File: src/rtl/calc2_port_if.sv
// Request/response bundle for one calc2 port: master drives requests, the
// engine (slave) answers with tagged responses and reports queue status.
interface calc2_port_if #(
  parameter int DEPTH = 4
);
  localparam int CW = $clog2(DEPTH + 1);

  logic [3:0]    req_cmd_in;
  logic [31:0]   req_data_in;
  logic [1:0]    req_tag_in;
  logic [1:0]    out_resp;
  logic [31:0]   out_data;
  logic [1:0]    out_tag;
  logic [CW-1:0] fifo_count;
  logic          drop_pulse;

  modport master (
    output req_cmd_in, req_data_in, req_tag_in,
    input  out_resp, out_data, out_tag, fifo_count, drop_pulse
  );

  modport slave (
    input  req_cmd_in, req_data_in, req_tag_in,
    output out_resp, out_data, out_tag, fifo_count, drop_pulse
  );
endinterface

File: src/rtl/calc2_port_engine.sv
// Responder for one calc2 port: captures two-cycle requests, queues them in
// order, runs add/sub/shift and returns one tagged response per accepted request.
//   state  | meaning
//   S_IDLE | waiting for a nonzero cmd; cmd, op1 and tag latched on exit
//   S_OP2  | operand2 sampled on this edge and pushed into the FIFO
module calc2_port_engine #(
  parameter int DEPTH   = 4,
  parameter int ALU_LAT = 2
) (
  input logic         c_clk,
  input logic         reset,
  calc2_port_if.slave port
);
  localparam int CW = $clog2(DEPTH + 1);
  localparam int PW = $clog2(DEPTH);
  localparam int TW = $clog2(ALU_LAT + 1);

  typedef enum logic {S_IDLE, S_OP2} cap_state_t;

  cap_state_t    state, state_nxt;
  logic          cap_en, wr_try, wr_ok, pop;
  logic [3:0]    cap_cmd;
  logic [31:0]   cap_op1;
  logic [1:0]    cap_tag;

  logic [3:0]    fifo_cmd [DEPTH];
  logic [31:0]   fifo_op1 [DEPTH];
  logic [31:0]   fifo_op2 [DEPTH];
  logic [1:0]    fifo_tag [DEPTH];
  logic [PW-1:0] wr_ptr, rd_ptr;
  logic [CW-1:0] count;
  logic          drop_q;

  logic          alu_busy;
  logic [TW-1:0] alu_cnt;
  logic [1:0]    res_resp, head_resp, resp_q;
  logic [31:0]   res_data, head_data, data_q;
  logic [1:0]    res_tag, tag_q;
  logic [32:0]   sum;

  always_ff @(posedge c_clk or posedge reset) begin
    if (reset) state <= S_IDLE;
    else       state <= state_nxt;
  end

  always_comb begin
    state_nxt = state;
    cap_en    = 1'b0;
    wr_try    = 1'b0;
    case (state)
      S_IDLE: if (port.req_cmd_in != 4'h0) begin
        cap_en    = 1'b1;
        state_nxt = S_OP2;
      end
      S_OP2: begin
        wr_try    = 1'b1;
        state_nxt = S_IDLE;
      end
      default: state_nxt = S_IDLE;
    endcase
  end

  always_ff @(posedge c_clk or posedge reset) begin
    if (reset) begin
      cap_cmd <= '0;
      cap_op1 <= '0;
      cap_tag <= '0;
    end else if (cap_en) begin
      cap_cmd <= port.req_cmd_in;
      cap_op1 <= port.req_data_in;
      cap_tag <= port.req_tag_in;
    end
  end

  // A full FIFO still accepts when the head leaves on the same edge.
  assign pop   = !alu_busy && (count != '0);
  assign wr_ok = wr_try && ((count < CW'(DEPTH)) || pop);

  always_ff @(posedge c_clk or posedge reset) begin
    if (reset) begin
      wr_ptr <= '0;
      rd_ptr <= '0;
      count  <= '0;
      drop_q <= 1'b0;
      for (int i = 0; i < DEPTH; i++) begin
        fifo_cmd[i] <= '0;
        fifo_op1[i] <= '0;
        fifo_op2[i] <= '0;
        fifo_tag[i] <= '0;
      end
    end else begin
      if (wr_ok) begin
        fifo_cmd[wr_ptr] <= cap_cmd;
        fifo_op1[wr_ptr] <= cap_op1;
        fifo_op2[wr_ptr] <= port.req_data_in;
        fifo_tag[wr_ptr] <= cap_tag;
        wr_ptr           <= wr_ptr + PW'(1);
      end
      if (pop) rd_ptr <= rd_ptr + PW'(1);
      if (wr_ok && !pop)      count <= count + CW'(1);
      else if (pop && !wr_ok) count <= count - CW'(1);
      drop_q <= wr_try && !wr_ok;
    end
  end

  always_comb begin
    head_resp = 2'b10;
    head_data = '0;
    sum       = {1'b0, fifo_op1[rd_ptr]} + {1'b0, fifo_op2[rd_ptr]};
    case (fifo_cmd[rd_ptr])
      4'h1: if (!sum[32]) begin
        head_resp = 2'b01;
        head_data = sum[31:0];
      end
      4'h2: if (fifo_op2[rd_ptr] <= fifo_op1[rd_ptr]) begin
        head_resp = 2'b01;
        head_data = fifo_op1[rd_ptr] - fifo_op2[rd_ptr];
      end
      4'h5: begin
        head_resp = 2'b01;
        head_data = fifo_op1[rd_ptr] << fifo_op2[rd_ptr][4:0];
      end
      4'h6: begin
        head_resp = 2'b01;
        head_data = fifo_op1[rd_ptr] >> fifo_op2[rd_ptr][4:0];
      end
      default: ;
    endcase
  end

  // Result is computed at load; the down-counter only paces its release.
  always_ff @(posedge c_clk or posedge reset) begin
    if (reset) begin
      alu_busy <= 1'b0;
      alu_cnt  <= '0;
      res_resp <= '0;
      res_data <= '0;
      res_tag  <= '0;
      resp_q   <= '0;
      data_q   <= '0;
      tag_q    <= '0;
    end else begin
      resp_q <= '0;
      data_q <= '0;
      tag_q  <= '0;
      if (pop) begin
        alu_busy <= 1'b1;
        alu_cnt  <= TW'(ALU_LAT);
        res_resp <= head_resp;
        res_data <= head_data;
        res_tag  <= fifo_tag[rd_ptr];
      end else if (alu_busy) begin
        alu_cnt <= alu_cnt - TW'(1);
        if (alu_cnt == TW'(1)) begin
          alu_busy <= 1'b0;
          resp_q   <= res_resp;
          data_q   <= res_data;
          tag_q    <= res_tag;
        end
      end
    end
  end

  assign port.out_resp   = resp_q;
  assign port.out_data   = data_q;
  assign port.out_tag    = tag_q;
  assign port.fifo_count = count;
  assign port.drop_pulse = drop_q;
endmodule

File: src/flat_wrapper.sv
// flat-port wrapper written by rule: the top's interface ports become plain ports
module calc2_port_engine_flat 
#(
  parameter int DEPTH   = 4,
  parameter int ALU_LAT = 2
)
  (c_clk, reset, port_req_cmd_in, port_req_data_in, port_req_tag_in, port_out_resp, port_out_data, port_out_tag, port_fifo_count, port_drop_pulse);
  calc2_port_if #(.DEPTH(DEPTH)) port_i ();
  input logic c_clk;
  input logic reset;
  input wire logic [$bits(port_i.req_cmd_in)-1:0] port_req_cmd_in;
  input wire logic [$bits(port_i.req_data_in)-1:0] port_req_data_in;
  input wire logic [$bits(port_i.req_tag_in)-1:0] port_req_tag_in;
  output wire logic [$bits(port_i.out_resp)-1:0] port_out_resp;
  output wire logic [$bits(port_i.out_data)-1:0] port_out_data;
  output wire logic [$bits(port_i.out_tag)-1:0] port_out_tag;
  output wire logic [$bits(port_i.fifo_count)-1:0] port_fifo_count;
  output wire logic [$bits(port_i.drop_pulse)-1:0] port_drop_pulse;
  assign port_i.req_cmd_in = port_req_cmd_in;
  assign port_i.req_data_in = port_req_data_in;
  assign port_i.req_tag_in = port_req_tag_in;
  assign port_out_resp = port_i.out_resp;
  assign port_out_data = port_i.out_data;
  assign port_out_tag = port_i.out_tag;
  assign port_fifo_count = port_i.fifo_count;
  assign port_drop_pulse = port_i.drop_pulse;
  calc2_port_engine #(.DEPTH(DEPTH), .ALU_LAT(ALU_LAT)) u_core (.c_clk(c_clk), .reset(reset), .port(port_i));
endmodule
File: config.mk
export PLATFORM = sky130hd
export DESIGN_NAME = calc2_port_engine_flat
export DESIGN_NICKNAME = d
export VERILOG_FILES = /design/src/rtl/calc2_port_if.sv /design/src/rtl/calc2_port_engine.sv /design/src/flat_wrapper.sv
export SDC_FILE = /design/constraint.sdc
export NUM_CORES = 1
export LEC_CHECK = 0
export CAP_MARGIN = 10
export CORE_MARGIN = 2
export CORE_UTILIZATION = 30
export CTS_CLUSTER_DIAMETER = 80
export CTS_CLUSTER_SIZE = 20
export DETAILED_ROUTE_END_ITERATION = 6
export DONT_BUFFER_PORTS = 1
export GPL_ROUTABILITY_DRIVEN = 0
export PLACE_DENSITY = 0.49
export SLEW_MARGIN = 10
export SYNTH_ARGS = -nofsm -noshare
export SYNTH_HDL_FRONTEND = slang
export SYNTH_SLANG_ARGS = --single-unit
File: constraint.sdc
create_clock -name c_clk -period 14.9 [get_ports c_clk]
set_input_delay 4.47 -clock c_clk [delete_from_list [all_inputs] [get_ports c_clk]]
set_output_delay 4.47 -clock c_clk [all_outputs]
set_load 0.005 [all_outputs]
==> metrics.md, run 1 <==
| Metric | Value |
|---|---|
| Crit path DAT | 6.63 ns |
| Initial antenna violation count | 3 |
| Fraction of synthesized cell area taken by the top area cell type | 0.4276 |
| GRT Total Usage | 0.1840 |
| Sequential Area | 10070 um^2 |
| Final core occ | 0.3268 |
| Syn Nets | 2233 |
| Grt met1 use | 0.2629 |
| Nets | about 2100 |
| Die width | 284.0 um |
| Die height | 284.0 um |
| Number of global-route vias before repair | between 15000 and 20000 |
| Critical Path End | u_core.res_data[15] |
| Asr flop ratio synth | 1.000 |
| Worst R2R End | u_core.res_data[15] |
| DR WL/cell | 24.59 um |
| Gr busiest metal | met2 |
| Maximum buffer depth of the clock tree | 3 |
| Met3 usage | 0.03159 |
| Core box area | around 78000 um^2 |
| Syn Area/Cell | 11.10 um^2 |
| Worst r2r path cells | 17 |
| Area contributors post-synth | dfrtp_1, mux2_2, mux4_2 |
| Post-synth EDFFs | 0 |
| Cell row count | approximately 100 |
| Pin count of the biggest net entering global routing | 178 |
| Clock sink count | 402 |
| Post-Place Cells | between 3000 and 4000 |
| Netlist Area Pre-Place | 23520 um^2 |
| Number of max-slew violations in the final report | 0 |
| Worst Path Max Fanout | 60 |
| DIE AREA | around 81000 um^2 |
| Synth cell types | 89 |
| Initial DRC Count | between 1500 and 2000 |
| TritonCTS clock tree | yes |
| Final min period | 6.123 ns |
| ANT nets after route | 0 |
| TritonCTS Buffers | 28 |
| Syn-to-layout area delta | 7.798% |
| Share of cells above drive strength 1 | 0.2509 |
| Worst Hold Class | flip-flop to flip-flop |
| First-pass GRT wire length | 114700 um |
| Fill cell count | 7883 |
| Final setup TNS | 0 ns |
| HPWL after DPL | 53590 um |
| Worst-path clk slew | 0.08 ns |
| M2 GR Usage | 0.2815 |
| Setup violators final | 0 |
| Via density | 5.664 |
| Slew @ Worst Pin | 1.177 ns |
| Outcome | finished, final reports clean |
| Post-synth top area cell | dfrtp_1 |
| RSZ-0062 raised after global routing | false |
| # IOs | 80 |
| Commonest cells in the netlist | dfrtp_1, mux2_2, nand2_1 |
| Period utilization | 0.4109 |
| Final Skew | 0.05667 ns |
| Post-Route WL | 75770 um |
| Post-synthesis sequential area ratio | 0.4276 |
| Synthesis Warnings | 0 |
| Root Driver | clkbuf_16 |
| CP Capture Type | flip-flop |
| CTS resizes | 0 |
| Worst R2R Start | u_core.rd_ptr[1] |
| R2r setup slk | approximately 8.8 ns |
| CTS H-tree depth | 1 |
| Worst EP required | 15.41 ns |
| Max-slew headroom | 0.1949 |
| # diodes | 0 |
| Ys flop type | dfrtp_1 |
| Gate Count Post-Synth | between 2000 and 2500 |
| Crit. Startpoint | u_core.rd_ptr[1] |
| Clock latency on the worst-skew pair | around 0.63 ns |
| MaxCap Viol Count | 0 |
| Most common cell in the netlist | dfrtp_1 |
| Initial DRT Pass Iterations | 6 |
| DRC | 0 |
| GR Overflow Total | 0 |
| # hold bufs at CTS | 0 |
| I/O Buffers | 0 |
| Setup bufs post-CTS | 0 |
| Startpoint types | flip-flop |
| Initial Util | 0.3032 |
| Area of the multi-input gates | 12640 um^2 |
| Critical path class | flip-flop to flip-flop |
| Finished Layout Cells | 3081 |
| Final Hold Viols | 0 |
| Fmax | 163.3 MHz |
| DR vias | 17451 |
| Synth Register Bits | 402 |
-- layout by cell type (no fill, tap or decap), types with 9 or more instances in the layout --
| cell | count |
|---|---|
| dfrtp_1 | 400 |
| mux2_2 | 347 |
| nand2_1 | 139 |
| nor2_1 | 137 |
| a21oi_1 | 133 |
| o21ai_0 | 76 |
| mux2i_1 | 75 |
| ha_1 | 71 |
| inv_1 | 67 |
| mux4_2 | 66 |
| and3_1 | 44 |
| clkbuf_16 | 28 |
| nor3_1 | 23 |
| o211ai_1 | 22 |
| a211oi_1 | 22 |
| buf_4 | 22 |
| a31oi_1 | 21 |
| a221o_1 | 19 |
| a21o_1 | 19 |
| nand3_1 | 19 |
| o221ai_1 | 18 |
| a221oi_1 | 18 |
| o22ai_1 | 16 |
| xnor2_1 | 13 |
| nor2b_1 | 13 |
| nand2b_1 | 11 |
| o21ai_1 | 10 |
| or3_1 | 9 |
| o21a_1 | 9 |
| o21bai_1 | 9 |
-- layer usage --
metal  vias up  wire length [um]
li1       7701                 -
met4         0              2874
met3       155              5563
met2       733             33060
met5         -                 0
met1      8862             34280
-- layout make-up --
cell class	count	share of cell area
well taps	1040	0.05131
multi-input cells	1501	0.4983
repair buffers	24	0.007747
flip-flops and latches	402	0.3970
inverters	73	0.01105
clock buffers	30	0.02832
clock inverters	11	0.006266
-- state kept, by name (all words and copies together), names as in the netlist, 3 cells and up --
| signal | count |
|---|---|
| u_core.port.fifo_count | 3 |
| u_core.fifo_op1 | 128 |
| u_core.cap_op1 | 32 |
| u_core.fifo_cmd | 16 |
| u_core.port.out_data | 32 |
| u_core.fifo_op2 | 128 |
| u_core.res_data | 32 |
| u_core.fifo_tag | 8 |
| u_core.cap_cmd | 4 |
-- worst max-delay path, stage by stage, from the launching register on --
cell       delay [ns]
dfrtp_4          0.76
mux2i_1          0.14
mux2_2           0.60
inv_4            0.67
ha_1             0.30
inv_1            0.06
fa_1             0.47
nor3b_2          0.22
o31a_1           0.19
o31a_2           0.27
a41oi_1          0.29
a31oi_1          0.41
nor3_2           0.10
or2_1            0.37
buf_4            0.29
a221o_1          0.36
a2111oi_2        0.39
o21ai_1          0.09
-- worst min path at each step --
stage | from | to | slack (ns) | cells past startpoint
floorplan | u_core.res_tag[0] | u_core.res_tag[0] | 0.44 | 2
global placement | u_core.alu_cnt[0] | u_core.alu_cnt[0] | 0.47 | 1
detailed placement | u_core.res_tag[0] | u_core.res_tag[0] | 0.47 | 2
CTS | u_core.res_tag[0] | u_core.res_tag[0] | 0.49 | 2
global route | u_core.fifo_op1[16] | u_core.fifo_op1[16] | 0.52 | 1
finish | u_core.res_tag[1] | u_core.res_tag[1] | 0.49 | 2
-- logic make-up (layout without fill, tap and decap cells) --
group	count (synthesis)	after routing	synth area share
fa+ha+maj	74	74	0.04032
xor+xnor	16	16	0.005957
flops	402	402	0.4276
simple gates	438	438	0.08723
mux	489	489	0.2618
compound gates	484	484	0.1386
buf+inv	216	138	0.03851
-- through the flow --
step | hold WS (ns) | cell area (um^2) | setup slack (ns)
5_1_grt | 0.5188 | 25360 | 8.420
3_3_place_gp | 0.4682 | 24470 | 8.467
4_1_cts | 0.4909 | 25350 | 8.873
3_5_place_dp | 0.4708 | 24480 | 8.384
6_report | 0.4872 | 25360 | 8.777
2_1_floorplan | 0.4375 | 23530 | 5.016
Power of run 1 is left out: the tool's default activity adds up to more than one toggle a clock period on the data nets, which glitch-free logic cannot reach.
==> run 2: changes to the inputs <==
==> constraint.sdc (replaced) <==
create_clock -name c_clk -period 4.92 [get_ports c_clk]
set_input_delay 1.476 -clock c_clk [delete_from_list [all_inputs] [get_ports c_clk]]
set_output_delay 1.476 -clock c_clk [all_outputs]
set_load 0.005 [all_outputs]
==> run 2 against run 1 <==
  * Non-clock buffer count up 68
  * Core utilization increased by 0.79 points
  * Die area did not move
  * Hold slack worse by 0.0018 ns
==> metrics.md, run 2 (synthesis results as in run 1) <==
| Metric | Value |
|---|---|
| Outcome | finished, final reports clean |
| GR Overflow Total | 0 (unchanged) |
| Fill cell count | 7874 (-0.11%) |
| Most frequent cells in the layout | dfrtp_1, mux2_2, nand2_1, nor2_1, a21oi_1 |
| TritonCTS clock tree | yes |
| Final core occ | 0.3347 (+0.007885) |
| CTS H-tree depth | 1 (unchanged) |
| Core box area | 77590 um^2 (unchanged) |
| Startpoint types | flip-flop |
| Critical path class | flip-flop to flip-flop |
| Die width | 284.0 um (unchanged) |
| Crit-path cells | buf_12 > buf_4 > mux4_2 > ha_1 > inv_1 > nor3_1 > and3_1 > o2111ai_1 > a21bo_2 > buf_4 > o221ai_1 > nand2_1 > a32oi_1 |
| Syn-to-layout area delta | 10.40% |
| CP max stage delay | 0.56 ns (-0.20 ns) |
| Worst Path Max Fanout | 37 (-38%) |
| Final hold slack | 0.4854 ns (-0.001774 ns) |
| DRC | 0 (unchanged) |
| Initial antenna violation count | 3 (unchanged) |
| Number of max-slew violations in the final report | 0 (unchanged) |
| Setup bufs post-CTS | 0 (unchanged) |
| # diodes | 0 (unchanged) |
| Finished Layout Cells | 3154 (+2.4%) |
| Most common cell after layout, fill and taps aside | dfrtp_1 |
| First-pass GRT wire length | 114300 um (-0.29%) |
| # IOs | 80 (unchanged) |
| Initial DRT Pass Iterations | 7 (+1) |
| Slowest CP cell | dfrtp_4 |
| Delay-heaviest family, CP | compound AO/OA/AOI/OAI gates |
| Nets | 2213 (+3.2%) |
| HPWL after DPL | 54610 um (+1.9%) |
| DR vias | 17683 (+1.3%) |
| Final Skew | 0.04275 ns (-0.01393 ns) |
| Initial DRC Count | 1560 (-15%) |
| DIE AREA | 80670 um^2 (unchanged) |
| Share of cells above drive strength 1 | 0.2758 (+0.02492) |
| # hold bufs at CTS | 0 (unchanged) |
| Clock latency on the worst-skew pair | 0.62 ns (about the same) |
| Die height | 284.0 um (unchanged) |
| MaxCap Viol Count | 0 (unchanged) |
| ANT nets after route | 0 (unchanged) |
| Maximum buffer depth of the clock tree | 3 (unchanged) |
| Root Driver | clkbuf_16 |
| Clock sink count | 402 (unchanged) |
| Critical path buffer and inverter count | 4 (+1) |
| Final min period | 4.769 ns (-1.354 ns) |
| Most frequent CP cell | buf_4 |
| Setup violators final | 0 (unchanged) |
| Cell row count | 102 (unchanged) |
| RSZ-0062 raised after global routing | false |
| Via density | 5.607 (-1.0%) |
| CP Capture Type | flip-flop |
| Max-slew headroom | 0.2689 (+0.07404) |
| Final Hold Viols | 0 (unchanged) |
| Crit path DAT | 5.25 ns (-1.38 ns) |
| I/O Buffers | 0 (unchanged) |
| Slew @ Worst Pin | 1.097 ns (-0.08062 ns) |
| Fmax | 209.7 MHz (+28%) |
| Pin count of the biggest net entering global routing | 127 (-29%) |
| Initial Util | 0.3032 (unchanged) |
| Post-Route WL | 75010 um (-1.0%) |
| DR WL/cell | 23.78 um (-3.3%) |
| Number of global-route vias before repair | 17407 (+1.2%) |
| GRT Total Usage | 0.1821 (-0.001957) |
| Period utilization | 0.9693 (+0.5583) |
| Post-Place Cells | 3108 (+2.2%) |
| Largest registers | u_core.fifo_op1 (128), u_core.fifo_op2 (128) |
| Worst Hold Class | flip-flop to flip-flop |
| Worst EP required | 5.40 ns (-10.01 ns) |
| TritonCTS Buffers | 29 (+3.6%) |
| Worst-path clk slew | 0.08 ns (about the same) |
run 2: per-stage QoR:
stage          instance area (um^2)  setup TNS, ns  setup slack, ns
5_1_grt                       25970              0          0.06947
2_1_floorplan                 23530        -791.84           -1.970
3_3_place_gp                  25040       -0.06092         -0.06092
6_report                      25970              0           0.1511
4_1_cts                       25970              0          0.08788
3_5_place_dp                  25040       -0.05576         -0.05576
run 2: what timing repair did:
item / CTS / global route
resized for setup: 1 / 2
endpoints found under the hold margin: 0 / 0
setup endpoints to repair: 1 / 2
run 2: layer usage:
layer,track usage,share of wire,routed length (um),vias to the layer above
met5,0,0.00025,19,-
met4,0.05711,0.034,2559,2
met3,0.02934,0.070,5224,131
met2,0.2754,0.43,32490,682
met1,0.2652,0.46,34720,9019
li1,-,-,-,7849
run 2: worst register-to-register path: stages, from the launching register on:
cell and delay [ns]:
dfrtp_4 0.56, buf_12 0.29, buf_4 0.29, mux4_2 0.53, ha_1 0.58, inv_1 0.17, nor3_1 0.35, and3_1 0.29
o2111ai_1 0.20, a21bo_2 0.40, buf_4 0.24, o221ai_1 0.20, nand2_1 0.15, a32oi_1 0.40
run 2: final timing paths:
kind	end	from	slack, ns	depth (start not counted)
setup / recovery	u_core.res_data[2]	u_core.rd_ptr[1]	0.15	13
hold / removal	u_core.res_tag[1]	u_core.res_tag[1]	0.49	2
setup reg to reg	u_core.res_data[2]	u_core.rd_ptr[1]	0.15	13
hold reg to reg	u_core.res_tag[1]	u_core.res_tag[1]	0.49	2
max in group asynchronous	u_core.fifo_op2[88]	reset	2.97	2
min in group asynchronous	u_core.cap_op1[14]	reset	0.88	1
run 2: layout make-up:
| class | instances | area [um^2] | area share |
|---|---|---|---|
| repair buffers | 92 | 778.2 | 0.02997 |
| flip-flops and latches | 402 | 10070 | 0.3876 |
| well taps | 1040 | 1301 | 0.05011 |
| multi-input cells | 1501 | 12620 | 0.4859 |
| inverters | 73 | 280.3 | 0.01079 |
| clock inverters | 14 | 176.4 | 0.006793 |
| clock buffers | 32 | 747.0 | 0.02876 |
Power of run 2 is left out for the same reason.
